--- src/rtl/multicycle_ctrl.sv ---
// ==========================================================================
// multicycle_ctrl : RV32I multicycle main control FSM and ALU/immediate decode
// Option macro    : MULTICYCLE_CTRL_MEM_WAIT_EN (adds MemReady memory stall)
// Revision        : 1.0
// ==========================================================================
`default_nettype none

module multicycle_ctrl #(
  parameter int STATE_W = 4
) (
  input  logic               clk,
  input  logic               reset,
`ifdef MULTICYCLE_CTRL_MEM_WAIT_EN
  input  logic               MemReady,
`endif
  input  logic [6:0]         op,
  input  logic [2:0]         funct3,
  input  logic               funct7b5,
  input  logic               Zero,
  output logic               PCWrite,
  output logic               AdrSrc,
  output logic               MemWrite,
  output logic               IRWrite,
  output logic [1:0]         ResultSrc,
  output logic [1:0]         ALUSrcA,
  output logic [1:0]         ALUSrcB,
  output logic [2:0]         ALUControl,
  output logic [1:0]         ImmSrc,
  output logic               RegWrite,
  output logic               InstrDone,
  output logic               Illegal,
  output logic [STATE_W-1:0] StateDbg
);

  localparam logic [3:0] S_FETCH    = 4'd0;
  localparam logic [3:0] S_DECODE   = 4'd1;
  localparam logic [3:0] S_MEMADR   = 4'd2;
  localparam logic [3:0] S_MEMREAD  = 4'd3;
  localparam logic [3:0] S_MEMWB    = 4'd4;
  localparam logic [3:0] S_MEMWRITE = 4'd5;
  localparam logic [3:0] S_EXECUTER = 4'd6;
  localparam logic [3:0] S_EXECUTEI = 4'd7;
  localparam logic [3:0] S_ALUWB    = 4'd8;
  localparam logic [3:0] S_BEQ      = 4'd9;
  localparam logic [3:0] S_JAL      = 4'd10;

  localparam logic [6:0] OP_LOAD  = 7'b0000011;
  localparam logic [6:0] OP_STORE = 7'b0100011;
  localparam logic [6:0] OP_RTYPE = 7'b0110011;
  localparam logic [6:0] OP_ITYPE = 7'b0010011;
  localparam logic [6:0] OP_BEQ   = 7'b1100011;
  localparam logic [6:0] OP_JAL   = 7'b1101111;

  logic [3:0] state_q, state_d;
  logic [1:0] w_alu_op;
  logic       w_branch;
  logic       w_pc_update;
  logic       w_mem_ready;
  logic       w_op_legal;

`ifdef MULTICYCLE_CTRL_MEM_WAIT_EN
  assign w_mem_ready = MemReady;
`else
  assign w_mem_ready = 1'b1;
`endif

  always_comb begin
    case (op)
      OP_LOAD, OP_STORE, OP_RTYPE, OP_ITYPE, OP_BEQ, OP_JAL: w_op_legal = 1'b1;
      default:                                                w_op_legal = 1'b0;
    endcase
  end

  always_ff @(posedge clk) begin
    if (!reset) state_q <= S_FETCH;
    else        state_q <= state_d;
  end

  always_comb begin
    state_d = S_FETCH;
    case (state_q)
      S_FETCH:    state_d = w_mem_ready ? S_DECODE : S_FETCH;
      S_DECODE: begin
        case (op)
          OP_LOAD, OP_STORE: state_d = S_MEMADR;
          OP_RTYPE:          state_d = S_EXECUTER;
          OP_ITYPE:          state_d = S_EXECUTEI;
          OP_BEQ:            state_d = S_BEQ;
          OP_JAL:            state_d = S_JAL;
          default:           state_d = S_FETCH;
        endcase
      end
      S_MEMADR:   state_d = op[5] ? S_MEMWRITE : S_MEMREAD;
      S_MEMREAD:  state_d = w_mem_ready ? S_MEMWB : S_MEMREAD;
      S_MEMWB:    state_d = S_FETCH;
      S_MEMWRITE: state_d = w_mem_ready ? S_FETCH : S_MEMWRITE;
      S_EXECUTER, S_EXECUTEI, S_JAL: state_d = S_ALUWB;
      S_ALUWB, S_BEQ:                state_d = S_FETCH;
      default:    state_d = S_FETCH;
    endcase
  end

  always_comb begin
    AdrSrc      = 1'b0;
    MemWrite    = 1'b0;
    IRWrite     = 1'b0;
    ResultSrc   = 2'b00;
    ALUSrcA     = 2'b00;
    ALUSrcB     = 2'b00;
    RegWrite    = 1'b0;
    InstrDone   = 1'b0;
    Illegal     = 1'b0;
    w_alu_op    = 2'b00;
    w_branch    = 1'b0;
    w_pc_update = 1'b0;
    case (state_q)
      S_FETCH: begin
        IRWrite     = w_mem_ready;
        ALUSrcB     = 2'b10;
        ResultSrc   = 2'b10;
        w_pc_update = w_mem_ready;
      end
      S_DECODE: begin
        ALUSrcA = 2'b01;
        ALUSrcB = 2'b01;
        Illegal = ~w_op_legal;
      end
      S_MEMADR: begin
        ALUSrcA = 2'b10;
        ALUSrcB = 2'b01;
      end
      S_MEMREAD:  AdrSrc = 1'b1;
      S_MEMWRITE: begin
        AdrSrc    = 1'b1;
        MemWrite  = 1'b1;
        InstrDone = w_mem_ready;
      end
      S_MEMWB: begin
        ResultSrc = 2'b01;
        RegWrite  = 1'b1;
        InstrDone = 1'b1;
      end
      S_EXECUTER: begin
        ALUSrcA  = 2'b10;
        w_alu_op = 2'b10;
      end
      S_EXECUTEI: begin
        ALUSrcA  = 2'b10;
        ALUSrcB  = 2'b01;
        w_alu_op = 2'b10;
      end
      S_ALUWB: begin
        RegWrite  = 1'b1;
        InstrDone = 1'b1;
      end
      S_BEQ: begin
        ALUSrcA   = 2'b10;
        w_alu_op  = 2'b01;
        w_branch  = 1'b1;
        InstrDone = 1'b1;
      end
      S_JAL: begin
        ALUSrcA     = 2'b01;
        ALUSrcB     = 2'b10;
        w_pc_update = 1'b1;
      end
      default: ;
    endcase
    // Reset must suppress every architectural write strobe, even mid-instruction
    if (!reset) begin
      MemWrite    = 1'b0;
      IRWrite     = 1'b0;
      RegWrite    = 1'b0;
      InstrDone   = 1'b0;
      Illegal     = 1'b0;
      w_pc_update = 1'b0;
      w_branch    = 1'b0;
    end
    PCWrite = w_pc_update | (w_branch & Zero);
  end

  always_comb begin
    ALUControl = 3'b000;
    case (w_alu_op)
      2'b01: ALUControl = 3'b001;
      2'b10: begin
        case (funct3)
          3'b000:  ALUControl = (op[5] & funct7b5) ? 3'b001 : 3'b000;
          3'b010:  ALUControl = 3'b101;
          3'b110:  ALUControl = 3'b011;
          3'b111:  ALUControl = 3'b010;
          default: ALUControl = 3'b000;
        endcase
      end
      default: ALUControl = 3'b000;
    endcase
  end

  always_comb begin
    case (op)
      OP_STORE: ImmSrc = 2'b01;
      OP_BEQ:   ImmSrc = 2'b10;
      OP_JAL:   ImmSrc = 2'b11;
      default:  ImmSrc = 2'b00;
    endcase
  end

  always_comb begin
    StateDbg      = '0;
    StateDbg[3:0] = state_q;
  end

endmodule

`default_nettype wire

--- config.mk ---
export PLATFORM = sky130hd
export DESIGN_NAME = multicycle_ctrl
export DESIGN_NICKNAME = d
export VERILOG_FILES = /design/src/rtl/multicycle_ctrl.sv
export SDC_FILE = /design/constraint.sdc
export NUM_CORES = 1
export LEC_CHECK = 0
export CAP_MARGIN = 20
export CORE_MARGIN = 1
export CORE_UTILIZATION = 38
export CTS_CLUSTER_DIAMETER = 40
export DETAILED_ROUTE_END_ITERATION = 10
export PLACE_DENSITY = 0.84
export SLEW_MARGIN = 10
export SYNTH_ARGS = -nofsm -noshare
export SYNTH_HDL_FRONTEND = slang
export SYNTH_SLANG_ARGS = --single-unit
--- constraint.sdc ---
create_clock -name clk -period 3.25 [get_ports clk]
set_clock_uncertainty 0.05 [all_clocks]
set_input_delay 0.4875 -clock clk [delete_from_list [all_inputs] [get_ports clk]]
set_output_delay 0.4875 -clock clk [all_outputs]
set_load 0.1 [all_outputs]
Word-level counts from Yosys, hierarchy flattened
Index checks and enable logic that the tools add are counted.
Word-level totals
  bits in registers: 4
  input port bits: 14
  output and inout port bits: 22
  word-level logic and storage cells: 66
Cells by class
  eq/ne operators: 21
  muxes and demuxes: 27
  bitwise logic cells: 4
  reduce and logical (&&, ||, !) cells: 13
Operators by type and width (count)
  $pmux W4 S5: 2
  $mux W1: 17
  $eq A4 B3 Y1 const B: 4
  $pmux W2 S2: 4
  $eq A7 B6 Y1 const B: 2
  $eq A7 B7 Y1 const B: 2
  $eq A4 B4 Y1 const B: 3
  $pmux W3 S4: 1
  $reduce_or A2 Y1: 6
  $eq A4 B2 Y1 const B: 2
  $reduce_or A4 Y1: 2
  $eq A7 B2 Y1 const B: 1
  $eq A7 B5 Y1 const B: 1
  $eq A3 B3 Y1 const B: 2
  $pmux W2 S3: 1
  $pmux W3 S2: 1
  $reduce_or A3 Y1: 2
  $reduce_or A6 Y1: 1
  $eq A4 B1 Y1 const B: 1
  $logic_not A4 Y1: 1
  $eq A3 B2 Y1 const B: 1
  $logic_not A3 Y1: 1
  $mux W3: 1
  $and A1 B1 Y1: 2
  4 further kinds: 4

Depth between registers and ports, before layout
  word-level depth: 6
  mapped depth: 7
  mapped depth without buffers: 7

Worst setup path before layout
No wires, ideal clock.
  path type: register -> output
  start: reg state_q[1] (netlist: StateDbg[1])
  end: out PCWrite
  data arrival time: 6162 ps
  data required time: 2712 ps
  setup slack: -3449 ps
  stages on the path, launching flop included: 6
  buffers on the path: 1
  cell sequence: dfxtp_1 -> buf_4 -> inv_1 -> nor2_1 -> a21oi_1 -> a2111oi_0
Between the ends
  cells in the longest elaborated chain, start to end: 5
  elaborated cells between the ends (all ways): 10
  classes of those cells: eq/ne (2); mux (4); bitwise (2); reduce/logical (2)
Ends and longest elaborated chain
  from (decl): RTL line 54  | logic [3:0] state_q, state_d;
  from (signal assigned): RTL line 76  | else state_q <= state_d;
  $eq A4 B4 Y1 or $logic_not A4 Y1 (tied branches): RTL line 116  | case (state_q)
  $reduce_or A2 Y1 (no source line) or $mux W1 (tied branches)
  $mux W1, on equally long branches: RTL line 116, 170
  $mux W1 or $and A1 B1 Y1 (tied branches): RTL line 170, 179
  $or A1 B1 Y1 (*): RTL line 179  | PCWrite = w_pc_update | (w_branch & Zero);
  to (decl): RTL line 20  | output logic PCWrite,
Every way passes the cells marked *; elsewhere a longest branch is shown, timed or not.

Final worst setup path
  start: reg state_q[0] (netlist: StateDbg[0])
  end: out ALUControl[2]
Between the ends
  cells in the longest elaborated chain, start to end: 5
  elaborated cells between the ends (all ways): 8
  classes of those cells: eq/ne (5); mux (2); reduce/logical (1)
Ends and longest elaborated chain
  $eq A4 B3 Y1: RTL line 116
  $reduce_or A2 Y1 (no source line)
  $pmux W2 S2 (*): RTL line 116
  $eq A2 B2 Y1 or $eq A2 B1 Y1 (tied branches): RTL line 184  | case (w_alu_op)
  $pmux W3 S2 (*): RTL line 184
  to (decl): RTL line 27  | output logic [2:0] ALUControl,
Marks and branches as above.

==> results.tsv <==
metric	value	unit
status	complete, no violations	
Worst Setup End Kind	primary output	
met1 wire length	658	um
metal3 WL	70	um
buffers and inverters on the worst path	2	
Static Leak	0.417	nW
#FFs+latches synth	4	
clock latency on the worst-skew pair	0.23	ns
Post-synth EDFFs	0	
Slew Viols, Final	0	
Post-CTS Setup Inserts	0	
reg2reg start	StateDbg[1]$_SDFF_PN0_	
setup TNS	0	ns
share of cells above drive strength 1	33.3	%
Crit Path Class	reg -> out	
P per Cell Area	257	mW/mm2
WP data required	2.71	ns
GRT Residual Overflow	0	
Syn Inst Count	92	
RSZ-0062 raised after global routing	no	
Synth cell types	30	
# resized after CTS	0	
Fillers	114	
Layout area overhead	72.2	%
initial antenna violation count	0	
Clock Sinks	4	
CP Launch Type	register	
CP max stage cell	dfxtp_2	
GPL Wtd Cong	0.765	
I/O Buffers	35	
Clock Tree Buf Depth	2	
Num CTS Buffers	3	
post-DP HPWL	1220	um
DR vias	714	
fin crit period	2.62	ns
H-tree depth	1	
DR iter-0 viols	7	
VDD IR max	0.000202	V
Total Wirelength	1480	um
crit path DAT	2.09	ns
Max-cap violations	0	
routed wl met2	752	um
syn_nets	108	
die area	0.00161	mm2
DIE HEIGHT	40.2	um
number of global-route vias before repair	549	
count of final hold-check violations	0	
final setup vio count	0	
maximum clock rate	381	MHz
highest routed metal layer	met3	
# hold bufs at CTS	0	
cell depth of the worst setup path	7	
Hold Crit Class	reg -> reg	
average wire per standard cell	10.5	um
synthesized area	553	um2
Final Cycle Share	80.7	%
Placeable Area	0.00133	mm2
Worst Setup SP	StateDbg[0]$_SDFF_PN0_	
Largest register FFs	4	
WHS	0.559	ns
I/O Pins	36	
row count	13	
Antenna Nets Post-Route	0	
family with the most delay on the worst path	simple AND/OR/NAND/NOR gates	
R2R setup slack	1.94	ns
clock-pin slew on the worst setup and hold paths	0.04	ns
CTS root buf	clkbuf_4	
vias per inst	5.06	
Worst slew margin	76.7	%
commonest register cell after synthesis	dfxtp_1	
Seq/Total Area, Yosys	14.5	%
first-pass GRT wire length	2170	um
Async SR Flop Fraction	0	%
nets@finish	143	
crit path capture	ALUControl[2]	
warnings from Yosys	0	
Initial Utilization	41.5	%
DRT Pass-1 Iters	4	
reg2reg path depth	3	
worst-margin pin slew	0.350	ns
die width	40.2	um
drc violations	0	
crit path max fanout	18	
CP cell instances	nand2b_1 -> nor2_1 -> nand2_1 -> inv_1 -> ha_1 -> nor4_4 -> buf_4	
GRT Util Overall	19.1	%
FF-to-FF End	StateDbg[1]$_SDFF_PN0_	
largest net degree at the start of global routing	19	
Largest stage delay, worst path	0.53	ns
syn avg cell area	6.01	um2
diodes inserted	0	
CTS tree	built	
==> final cells by class <==
type	count	area [um2]	area share [%]
repair buffers	35	308	32.3
multi-input cells	77	489	51.4
clock buffers	4	26.3	2.76
well taps	15	18.8	1.97
flip-flops and latches	4	87.6	9.20
inverters	6	22.5	2.37
==> per-stage QoR <==
step / total power [W] / utilization [%] / instances / area (um2) / worst slack [ns]
after floorplan: 0.000143 / - / 92 / 624 / -0.264
after global placement: 0.000178 / 69.4 / 137 / 926 / 0.836
after detailed placement: 0.000179 / 69.4 / 137 / 926 / 0.804
after CTS: 0.000246 / 71.4 / 141 / 952 / 0.616
after global routing: 0.000258 / 71.4 / 141 / 952 / 0.478
final: 0.000244 / 71.4 / 141 / 952 / 0.626
==> how the worst min path moves through the flow <==
stage                     slack (ns)                    from  depth (start not counted)                endpoint
final                           0.56  StateDbg[1]$_SDFF_PN0_                          2  StateDbg[3]$_SDFF_PN0_
after floorplan                 0.57                   reset                          2  StateDbg[3]$_SDFF_PN0_
after detailed placement        0.56  StateDbg[0]$_SDFF_PN0_                          1  StateDbg[0]$_SDFF_PN0_
after global routing            0.59  StateDbg[1]$_SDFF_PN0_                          2  StateDbg[2]$_SDFF_PN0_
after CTS                       0.56  StateDbg[1]$_SDFF_PN0_                          2  StateDbg[3]$_SDFF_PN0_
after global placement          0.55  StateDbg[1]$_SDFF_PN0_                          2  StateDbg[3]$_SDFF_PN0_
==> where the power goes <==
group,switching (W),internal (W)
registers,0.00000591,0.0000499
clock network,0.0000207,0.0000461
logic,0.0000854,0.0000364
total,0.000112,0.000132
==> metal layers <==
| metal | vias up | track usage (%) |
|---|---|---|
| li1 | 385 | - |
| met4 | 0 | 0 |
| met5 | - | 0 |
| met3 | 0 | 2.78 |
| met2 | 26 | 39.1 |
| met1 | 303 | 21.1 |
==> cells by family after synthesis <==
family	Yosys count	synth area share (%)
fa+ha+maj	2	4.52
flops	4	14.5
buf+inv	11	8.60
compound gates	20	20.6
xor+xnor	4	6.34
simple gates	51	45.5
==> layout by cell type, fill, tap and decap left out, types with 3 or more instances in the layout <==
master	netlist	layout
nor3_2	0	4
dfxtp_2	0	3
inv_1	6	6
buf_4	1	21
nor2b_1	3	3
clkbuf_4	0	3
nand2_1	9	9
o21ai_0	5	4
clkdlybuf4s50_1	0	13
xnor2_1	3	3
nor2_1	18	16
a21oi_1	10	10
==> synth_stat cells, types with 3 or more instances <==
cell type | instances | share of area [%]
dfxtp_1 | 4 | 14
a21oi_1 | 10 | 9.1
nor4_1 | 3 | 3.4
nand2_1 | 9 | 6.1
xnor2_1 | 3 | 4.8
inv_1 | 6 | 4.1
o21ai_0 | 5 | 4.5
nor3_1 | 5 | 4.5
nor2b_1 | 3 | 3.4
nor2_1 | 18 | 12
==> worst register-to-register path, delay by kind of cell (launching register included) <==
kind,cells,cell delay [ns]
compound gates,1,0.14
simple gates,1,0.46
flops,1,0.45
buf+inv,1,0.12
(Power assumes the default switching activity.)
